[src/rtl/rr_decoder_arbiter_if.sv]
// Request/grant bundle between four requesters and the shared 2-to-4 decoder path.
interface rr_decoder_arbiter_if;
   logic [3:0] req;
   logic [1:0] sel;
   logic       en;
   logic [3:0] gnt;
   logic       busy;

   modport master (input req, output sel, output en, output gnt, output busy);
   modport slave  (output req, input sel, input en, input gnt, input busy);
endinterface

[src/rtl/rr_decoder_arbiter.sv]
// Round-robin owner of a shared 2-to-4 decoder path: one dead cycle between
// successive grants and an optional hold timeout when others are waiting.
module rr_decoder_arbiter #(
   parameter int unsigned MAX_HOLD = 8
) (
   input logic                  clk,
   input logic                  rst_n,
   rr_decoder_arbiter_if.master bus
);
   localparam int unsigned N_REQ = 4;
   localparam int unsigned SEL_W = 2;
   localparam int unsigned CNT_W = 8;
   localparam logic             TIMEOUT_EN = (MAX_HOLD != 0);
   localparam logic [CNT_W-1:0] HOLD_LIM   = (MAX_HOLD == 0) ? '0 : CNT_W'(MAX_HOLD - 1);
   localparam logic [CNT_W-1:0] HOLD_SAT   = '1;

   typedef enum logic [1:0] {IDLE, GRANT, GAP} state_t;

   state_t             state_q, state_d;
   logic [SEL_W-1:0]   sel_q, sel_d;
   logic               en_q, en_d;
   logic [N_REQ-1:0]   gnt_q, gnt_d;
   logic               busy_q, busy_d;
   logic [SEL_W-1:0]   last_q, last_d;
   logic [CNT_W-1:0]   hold_q, hold_d;

   logic               win_vld_c;
   logic [SEL_W-1:0]   win_c;
   logic               others_c;

   // First requester after last, wrapping; last itself is checked last.
   always_comb begin
      logic [SEL_W-1:0] cand;
      win_vld_c = 1'b0;
      win_c     = last_q;
      cand      = last_q;
      for (int i = 1; i <= int'(N_REQ); i++) begin
         cand = last_q + SEL_W'(i);
         if (!win_vld_c && bus.req[cand]) begin
            win_vld_c = 1'b1;
            win_c     = cand;
         end
      end
   end

   assign others_c = |(bus.req & ~(N_REQ'(1) << sel_q));

   always_comb begin
      state_d = state_q;
      sel_d   = sel_q;
      en_d    = en_q;
      gnt_d   = gnt_q;
      busy_d  = busy_q;
      last_d  = last_q;
      hold_d  = hold_q;
      case (state_q)
         IDLE, GAP: begin
            if (win_vld_c) begin
               state_d = GRANT;
               sel_d   = win_c;
               en_d    = 1'b1;
               gnt_d   = N_REQ'(1) << win_c;
               busy_d  = 1'b1;
               last_d  = win_c;
               hold_d  = '0;
            end else begin
               state_d = IDLE;
               sel_d   = '0;
               en_d    = 1'b0;
               gnt_d   = '0;
               busy_d  = 1'b0;
               hold_d  = '0;
            end
         end
         GRANT: begin
            if (hold_q != HOLD_SAT) hold_d = hold_q + CNT_W'(1);
            // Owner release or timeout with contention both take the single dead cycle.
            if (!bus.req[sel_q] || (TIMEOUT_EN && (hold_q >= HOLD_LIM) && others_c)) begin
               state_d = GAP;
               en_d    = 1'b0;
               gnt_d   = '0;
               busy_d  = 1'b1;
            end
         end
         default: begin
            state_d = IDLE;
            sel_d   = '0;
            en_d    = 1'b0;
            gnt_d   = '0;
            busy_d  = 1'b0;
            last_d  = SEL_W'(N_REQ - 1);
            hold_d  = '0;
         end
      endcase
   end

   always_ff @(posedge clk or negedge rst_n) begin
      if (!rst_n) begin
         state_q <= IDLE;
         sel_q   <= '0;
         en_q    <= 1'b0;
         gnt_q   <= '0;
         busy_q  <= 1'b0;
         last_q  <= SEL_W'(N_REQ - 1);
         hold_q  <= '0;
      end else begin
         state_q <= state_d;
         sel_q   <= sel_d;
         en_q    <= en_d;
         gnt_q   <= gnt_d;
         busy_q  <= busy_d;
         last_q  <= last_d;
         hold_q  <= hold_d;
      end
   end

   assign bus.sel  = sel_q;
   assign bus.en   = en_q;
   assign bus.gnt  = gnt_q;
   assign bus.busy = busy_q;
endmodule

[src/flat_wrapper.sv]
// flat-port wrapper written by rule: the top's interface ports become plain ports
module rr_decoder_arbiter_flat 
#(
   parameter int unsigned MAX_HOLD = 8
)
  (clk, rst_n, bus_req, bus_sel, bus_en, bus_gnt, bus_busy);
  rr_decoder_arbiter_if bus_i ();
  input logic clk;
  input logic rst_n;
  input wire logic [$bits(bus_i.req)-1:0] bus_req;
  output wire logic [$bits(bus_i.sel)-1:0] bus_sel;
  output wire logic [$bits(bus_i.en)-1:0] bus_en;
  output wire logic [$bits(bus_i.gnt)-1:0] bus_gnt;
  output wire logic [$bits(bus_i.busy)-1:0] bus_busy;
  assign bus_i.req = bus_req;
  assign bus_sel = bus_i.sel;
  assign bus_en = bus_i.en;
  assign bus_gnt = bus_i.gnt;
  assign bus_busy = bus_i.busy;
  rr_decoder_arbiter #(.MAX_HOLD(MAX_HOLD)) u_core (.clk(clk), .rst_n(rst_n), .bus(bus_i));
endmodule
[config.mk]
export PLATFORM = sky130hd
export DESIGN_NAME = rr_decoder_arbiter_flat
export DESIGN_NICKNAME = d
export VERILOG_FILES = /design/src/rtl/rr_decoder_arbiter_if.sv /design/src/rtl/rr_decoder_arbiter.sv /design/src/flat_wrapper.sv
export SDC_FILE = /design/constraint.sdc
export NUM_CORES = 1
export LEC_CHECK = 0
export BUFFER_PORTS_ARGS = -buffer_cell sky130_fd_sc_hd__buf_2
export CAP_MARGIN = 30
export CORE_MARGIN = 2
export CORE_UTILIZATION = 50
export CTS_BUF_LIST = sky130_fd_sc_hd__clkbuf_4
export CTS_CLUSTER_SIZE = 40
export DETAILED_ROUTE_END_ITERATION = 8
export GPL_ROUTABILITY_DRIVEN = 0
export PLACE_DENSITY = 0.71
export SYNTH_ARGS = -nofsm -noshare
export SYNTH_HDL_FRONTEND = slang
export SYNTH_SLANG_ARGS = --single-unit
[constraint.sdc]
create_clock -name clk -period 2.4 [get_ports clk]
set_clock_uncertainty 0.05 [all_clocks]
set_input_delay 0.12 -clock clk [delete_from_list [all_inputs] [get_ports clk]]
set_output_delay 0.12 -clock clk [all_outputs]
set_load 0.03 [all_outputs]
; ---- Word level (Yosys, flattened, before mapping)
; Index checks and enable logic that the tools add are counted.
[word_totals]
output_inout_bits = 8
regBits = 20
word_cells = 76
[op_classes]
bitwise = 3
addsub = 4
n_eq_ne = 6
reduce_logical = 13
n_lt_le_gt_ge = 6
mux = 35
n_shift = 2
[ops]
columns = cell, count
row1 = $mux W8, 2
row2 = $lt A2 B3 Y1 const B, 5
row3 = $mux W2, 7
row4 = $mux W1, 13
row5 = $pmux W2 S2, 3
row6 = $bmux W1 S2, 5
row7 = $add A8 B1 Y8 const B, 1
row8 = $ge A8 B3 Y1 const B, 1
row9 = $mux W4, 2
row10 = $ne A8 B8 Y1 const B, 1
row11 = $pmux W4 S2, 1
row12 = $shl A1 B2 Y4 const A, 2
row13 = $ne A2 B1 Y1 const B, 3
row14 = $add A2 B2 Y2 const B, 2
row15 = $and A4 B4 Y4, 1
row16 = $logic_and A1 B1 Y1, 4
row17 = $logic_not A1 Y1, 4
row18 = $not A4 Y4, 1
row19 = $pmux W1 S2, 2
row20 = $reduce_or A4 Y1, 1
row21 = $add A2 B1 Y2 const B, 1
row22 = $eq A2 B1 Y1 const B, 1
row23 = $eq A2 B2 Y1 const B, 1
row24 = $logic_not A2 Y1, 1
row25 = other kinds (4), 4

; ---- Longest topological paths before layout
[depth]
ltp_word = 16
ltp_mapped = 5

; ---- Least setup slack after synthesis
; No wires, ideal clock.
[synth_path]
kind = reg2reg
startpoint = reg u_core.sel_q[1], in the netlist u_core.bus.sel[1]
endpoint = reg u_core.state_q[0]
arrival_time_ps = 1598
setup_slack_ps = 625
path_buffers = 0
setup_time_ps = 127
stages_incl_launch_ff = 5
path_cell_list = dfrtp_1 -> mux4_1 -> nand2_1 -> a31oi_4 -> or2_2
[synth_between]
elab_chain_len = 7
word_cells_on_any_way = 10
[synth_lines]
columns = element, line_no
row1 = "start, declared", rr_decoder_arbiter.sv:20  ; logic [SEL_W-1:0] sel_q, sel_d;
row2 = "start signal, assigned", rr_decoder_arbiter.sv:108  ; sel_q <= sel_d;
row3 = $shl A1 B2 Y4, rr_decoder_arbiter.sv:46  ; assign others_c = |(bus.req & ~(N_REQ'(1) << sel_q));
row4 = $not A4 Y4, rr_decoder_arbiter.sv:46
row5 = $and A4 B4 Y4, rr_decoder_arbiter.sv:46
row6 = $reduce_or A4 Y1, rr_decoder_arbiter.sv:46
row7 = $logic_and A1 B1 Y1, rr_decoder_arbiter.sv:78  ; if (!bus.req[sel_q] || (TIMEOUT_EN && (hold_q >= HOLD_LIM) && others_c)) begin
row8 = $logic_or A1 B1 Y1 *, rr_decoder_arbiter.sv:78
row9 = $ne A2 B1 Y1 (no source line) *, -
row10 = "end signal, assigned", rr_decoder_arbiter.sv:107  ; state_q <= state_d;
row11 = "end, declared", rr_decoder_arbiter.sv:19  ; state_t state_q, state_d;
; Every way passes the cells marked *; elsewhere a longest branch is shown, timed or not. The select of a mux whose other input is x is not followed.
; A chain may end at the register's enable or synchronous reset.

; ---- Worst setup path in the final report
[layout_path]
startpoint = reg u_core.last_q[1]
endpoint = reg u_core.gnt_q[3], in the netlist u_core.bus.gnt[3]
[layout_between]
elab_chain_len = 16
word_cells_on_any_way = 28
[layout_lines]
columns = element, line_no
row1 = "start, declared", rr_decoder_arbiter.sv:24  ; logic [SEL_W-1:0] last_q, last_d;
row2 = "start signal, assigned", rr_decoder_arbiter.sv:104  ; last_q <= SEL_W'(N_REQ - 1);
row3 = "start signal, assigned", rr_decoder_arbiter.sv:112  ; last_q <= last_d;
row4 = $add A2 B1 Y2, rr_decoder_arbiter.sv:38  ; cand = last_q + SEL_W'(i);
row5 = $bmux W1 S2, rr_decoder_arbiter.sv:39  ; if (!win_vld_c && bus.req[cand]) begin
row6 = $mux W1 (implied by the code), rr_decoder_arbiter.sv:39
row7 = $mux W1, rr_decoder_arbiter.sv:39
row8 = $logic_not A1 Y1, rr_decoder_arbiter.sv:39
row9 = $logic_and A1 B1 Y1, rr_decoder_arbiter.sv:39
row10 = $mux W1, rr_decoder_arbiter.sv:39
row11 = $logic_not A1 Y1, rr_decoder_arbiter.sv:39
row12 = $logic_and A1 B1 Y1, rr_decoder_arbiter.sv:39
row13 = $mux W1, rr_decoder_arbiter.sv:39
row14 = $logic_not A1 Y1, rr_decoder_arbiter.sv:39
row15 = $logic_and A1 B1 Y1, rr_decoder_arbiter.sv:39
row16 = $mux W2, rr_decoder_arbiter.sv:39
row17 = $shl A1 B2 Y4, rr_decoder_arbiter.sv:62  ; gnt_d = N_REQ'(1) << win_c;
row18 = $mux W4 *, rr_decoder_arbiter.sv:58  ; if (win_vld_c) begin
row19 = $pmux W4 S2 *, rr_decoder_arbiter.sv:56  ; case (state_q)
row20 = "end signal, assigned", rr_decoder_arbiter.sv:110  ; gnt_q <= gnt_d;
row21 = "end, declared", rr_decoder_arbiter.sv:22  ; logic [N_REQ-1:0] gnt_q, gnt_d;
; Marks and branches as above.

==> results.md <==
GRT:
- In the global route stage, overall resource usage came out at roughly 18%.
- The wire length of the first global-routing pass is between 3000 and 4000 um.
- The initial antenna violation count is 0.
- The via count of the first global-routing pass came to 764.
- Entering global routing, the biggest net connects 21 pins.
- For this run the aggregate overflow at the end of global routing stands at 0.

STA:
- The hold violation count in the final report is 0.
- Derived from the worst setup path, the maximum achievable clock frequency is 540 MHz.
- The normalized max-slew margin is a little over half.
- Setup repair after global routing left no endpoint under its margin.
- The number of setup violations in the final report is 0.
- At the pin with the least slew margin, the transition time is roughly 700 ps.
- Adding up every negative setup slack in the final design gives 0 ps.
- Of the available clock period, the critical path in the final layout requires approximately 77%.
- The max-slew violation count came to 0.
- The post-layout worst setup margin is 548 ps.
- For the finished layout, the period the worst path requires is 1850 ps.

Pwr:
- The power density normalized to cell area is 1210 nW/um^2.
- The total design power is roughly 1.4 mW.
- In this run switching power makes up 39.5% of total power.
- Internal power comes to between 0.8 and 0.9 mW.
- The clock network accounts for 19.1% of the total power.
- The power dissipated by switching net loads is 0.571 mW.
- The maximum ir drop on the vdd rail is 0.801 mV.
- The relative contribution of combinational cells to total power is a little over two fifths.
- The power share of the sequential group is 38.9%.
- For this design the static power due to leakage is approximately 0.55 nW.

Floorplan:
- The die outline width is 49.8 um.
- In this run the core area contains 16 standard-cell rows.
- The die covers ~2500 um^2.
- The initial utilization of the core area, before any placement, comes to 53.4%.
- 14 I/O pins were placed.
- The height of the die is 49.8 um.
- The total area inside the core boundary comes to 1960 um^2.

Synth:
- The share of flip-flops with an asynchronous set or reset is 100%.
- Multiplexer cells account for 6.32% of the synthesized area.
- Synthesis inferred 20 register bits.
- The average instance in the mapped netlist occupies ~10 um^2.
- In the synthesized netlist, the number of instances is 100.
- The most used flip-flop cell after synthesis is sky130_fd_sc_hd__dfrtp_1.
- The number of enable-type register cells in the synthesized netlist is 0.
- The cell area that synthesis handed to floorplanning was 1050 um^2.
- The Yosys step of the flow raised 0 warnings.
- The combinational family with the most area after synthesis is simple AND/OR/NAND/NOR gates.
- The synthesized netlist devotes 1.19% of its cell area to adder and majority cells.
- Summing the sequential cell areas from Yosys gives 48.0% of the chip area.
- After Yosys synthesis, XOR and XNOR cells account for 2.51% of the synthesized area.
- The simple-gate area share of the yosys netlist is 21.1%.
- The share of the synthesized area in compound gates (AO/OA/AOI/OAI) is around 18%.
- The post-synth net total is 107.
- The unique cell type count in the Yosys netlist is 41.

Setup path:
- The category of the worst setup path capture point is a register.
- The worst register-to-register path has a depth of 4.
- The flop-to-flop setup slack is 550 ps.
- The largest single stage delay on the critical path is 650 ps.
- The signal on the critical path passes through mux2i_1 > a221oi_1 > nor3_1 > a21o_2.
- The family with the most delay on the worst path is compound AO/OA/AOI/OAI gates.
- In this run the critical register-to-register path is launched from u_core.last_q[1]$_DFFE_PN1P_.
- Together, buffers and inverters on the worst path number 0.
- STA classifies the critical path startpoint as a register.
- The required time of the critical path is 2560 ps.
- On the critical path, the stage with the largest delay is an instance of sky130_fd_sc_hd__a221oi_1.
- Along the worst path, the maximum fanout reaches 8.
- The arrival time reported for the critical path endpoint is 2010 ps.
- The critical path class is register to register.
- The logic depth of the worst setup path including buffers is 4.
- The source of the critical timing path is u_core.last_q[1]$_DFFE_PN1P_.

Clock tree:
- Post-CTS repair changed the size of 0 cells.
- Post-CTS timing repair inserted 0 buffers for setup.
- The deepest clock path buffer count is 2.
- The CTS clock-pin slew for the worst setup and hold paths is 120 ps.
- The number of hold buffers added after CTS was 1.
- Buffers inserted during clock tree synthesis total 3.
- In this run the number of H-tree levels came out at 1.
- The clock drives 20 sinks.
- The root buffer cell chosen for the clock tree is sky130_fd_sc_hd__clkbuf_4.
- The CTS tree is done.
- At the later pin of the worst-skew pair, clock insertion delay measures 300 ps.

Route:
- The count of vias placed by the detailed router is 795.
- The post-detailed-route wirelength per cell is 13.5 um.
- Summed over all layers, the routed wires come to 1920 um.
- After detailed routing, the number of vias per cell comes to 5.60.
- The total DRC errors in the routed layout is 0.
- For this run, the detailed router's first-pass iteration total came to 3.
- The post-route antenna net violation count is 0.
- For this block, the initial DRC count from the detailed router was 9.

Finish:
- The library cell used most frequently in the layout, excluding fill and tap cells, is sky130_fd_sc_hd__dfrtp_1.
- From synthesis to final layout, the design area changed by 13.8%.
- 0 antenna diodes ended up in the layout.
- The number of fill cells in the layout is 187.
- The ratio of cells with drive above 1 in the final layout is 25.2%.
- The number of nets in the layout is 123.
- The top cell types in the final layout, fill and taps aside, are sky130_fd_sc_hd__dfrtp_1, sky130_fd_sc_hd__nor2_1, sky130_fd_sc_hd__buf_2.

Flow run:
- The max-capacitance violation count is 0.

Placement:
- The sum of net half-perimeters after detailed placement is 1420 um.
- The number of buffers added on ports is 13.
- OpenSTA, run right after detailed placement, puts the worst setup slack at between 500 and 600 ps.

Worst hold path:
- The class of the tightest hold or removal check is input port to asynchronous set/reset pin.

Outcome:
- The run finished with clean final reports.
## final timing paths
kind	endpoint
worst max-delay path	u_core.bus.gnt[3]$_DFFE_PN0P_
worst min-delay path	u_core.bus.busy$_DFFE_PN0P_
worst max register to register	u_core.bus.gnt[3]$_DFFE_PN0P_
worst min register to register	u_core.bus.en$_DFFE_PN0P_
max in group asynchronous	u_core.last_q[1]$_DFFE_PN1P_
min in group clk	u_core.last_q[0]$_DFFE_PN1P_
## metrics by stage
stage	instance area, um^2	util (%)	hold WS [ps]	std cells
2_1_floorplan	1050	-	-226	100
3_3_place_gp	1130	57.7	33.8	137
3_5_place_dp	1130	57.7	35.2	137
4_1_cts	1190	60.8	227	142
5_1_grt	1190	60.8	258	142
6_report	1190	60.8	215	142
## kinds of logic (layout without fill, tap and decap cells)
group,Yosys count,in the layout
DFF,20,20
and+or+nand+nor,41,41
muxes,5,5
xor gates and xnor gates,3,3
AOI/OAI and AO/OA,24,24
buffers and inverters,6,21
adders and majority gates,1,1
## metal layers
metal  vias to the layer above  share of wire [%]  routed length, um  GRT usage [%]
met3                         2                2.9                 56           2.42
li1                        405                  -                  -              -
met5                         -                  0                  0              0
met2                        10                 45                856           27.3
met1                       378                 52               1000           27.9
met4                         0               0.36                  7           5.56
## worst reg2reg max path, stage by stage, from the launching register on
cell                       delay [ps]
sky130_fd_sc_hd__dfstp_2          630
sky130_fd_sc_hd__mux2i_1           90
sky130_fd_sc_hd__a221oi_1         650
sky130_fd_sc_hd__nor3_1           130
sky130_fd_sc_hd__a21o_2           210
## power by group through the flow
stage               Sequential (mW)  Clock [mW]  Combinational (mW)
detailed placement            0.570           0               0.611
floorplan                     0.666           0               0.371
finish                        0.563       0.277               0.606
global route                  0.583       0.291               0.677
global placement              0.561           0               0.599
CTS                           0.562       0.280               0.615
## layout make-up
cell class,count,area (um^2),share of cell area (%)
Clock buffer,3,22.5,1.89
Clock inverter,1,30.0,2.52
Inverter,3,11.3,0.943
Multi-Input combinational cell,74,518,43.4
Sequential cell,20,503,42.1
Tap cell,27,33.8,2.83
Timing Repair Buffer,14,75.1,6.29
## state kept, by name, summed over array words and instances, names as in the netlist
signal           flops
u_core.hold_q        8
u_core.bus.gnt       4
u_core.bus.sel       2
u_core.last_q        2
u_core.state_q       2
u_core.bus.busy      1
u_core.bus.en        1
## synth_stat cells (2+ instances only)
library cell                n  share of area, %
sky130_fd_sc_hd__o21ai_0    2              0.95
sky130_fd_sc_hd__a211oi_1   2               1.4
sky130_fd_sc_hd__nor2b_1    2               1.2
sky130_fd_sc_hd__dfrtp_1   18                43
sky130_fd_sc_hd__mux2i_1    4               3.8
sky130_fd_sc_hd__a21oi_1    4               1.9
sky130_fd_sc_hd__nor3b_1    3               2.1
sky130_fd_sc_hd__nand3_1    2              0.95
sky130_fd_sc_hd__a31oi_1    2               1.2
sky130_fd_sc_hd__a21o_2     3               2.5
sky130_fd_sc_hd__nor3_1     5               2.4
sky130_fd_sc_hd__dfstp_2    2               5.0
sky130_fd_sc_hd__a22o_1     2               1.7
sky130_fd_sc_hd__xor2_1     3               2.5
sky130_fd_sc_hd__nand2_1    4               1.4
sky130_fd_sc_hd__nor2_1    14               5.0
sky130_fd_sc_hd__inv_1      3               1.1
sky130_fd_sc_hd__or2_2      2               1.2
Power figures use the tool's default switching activity.
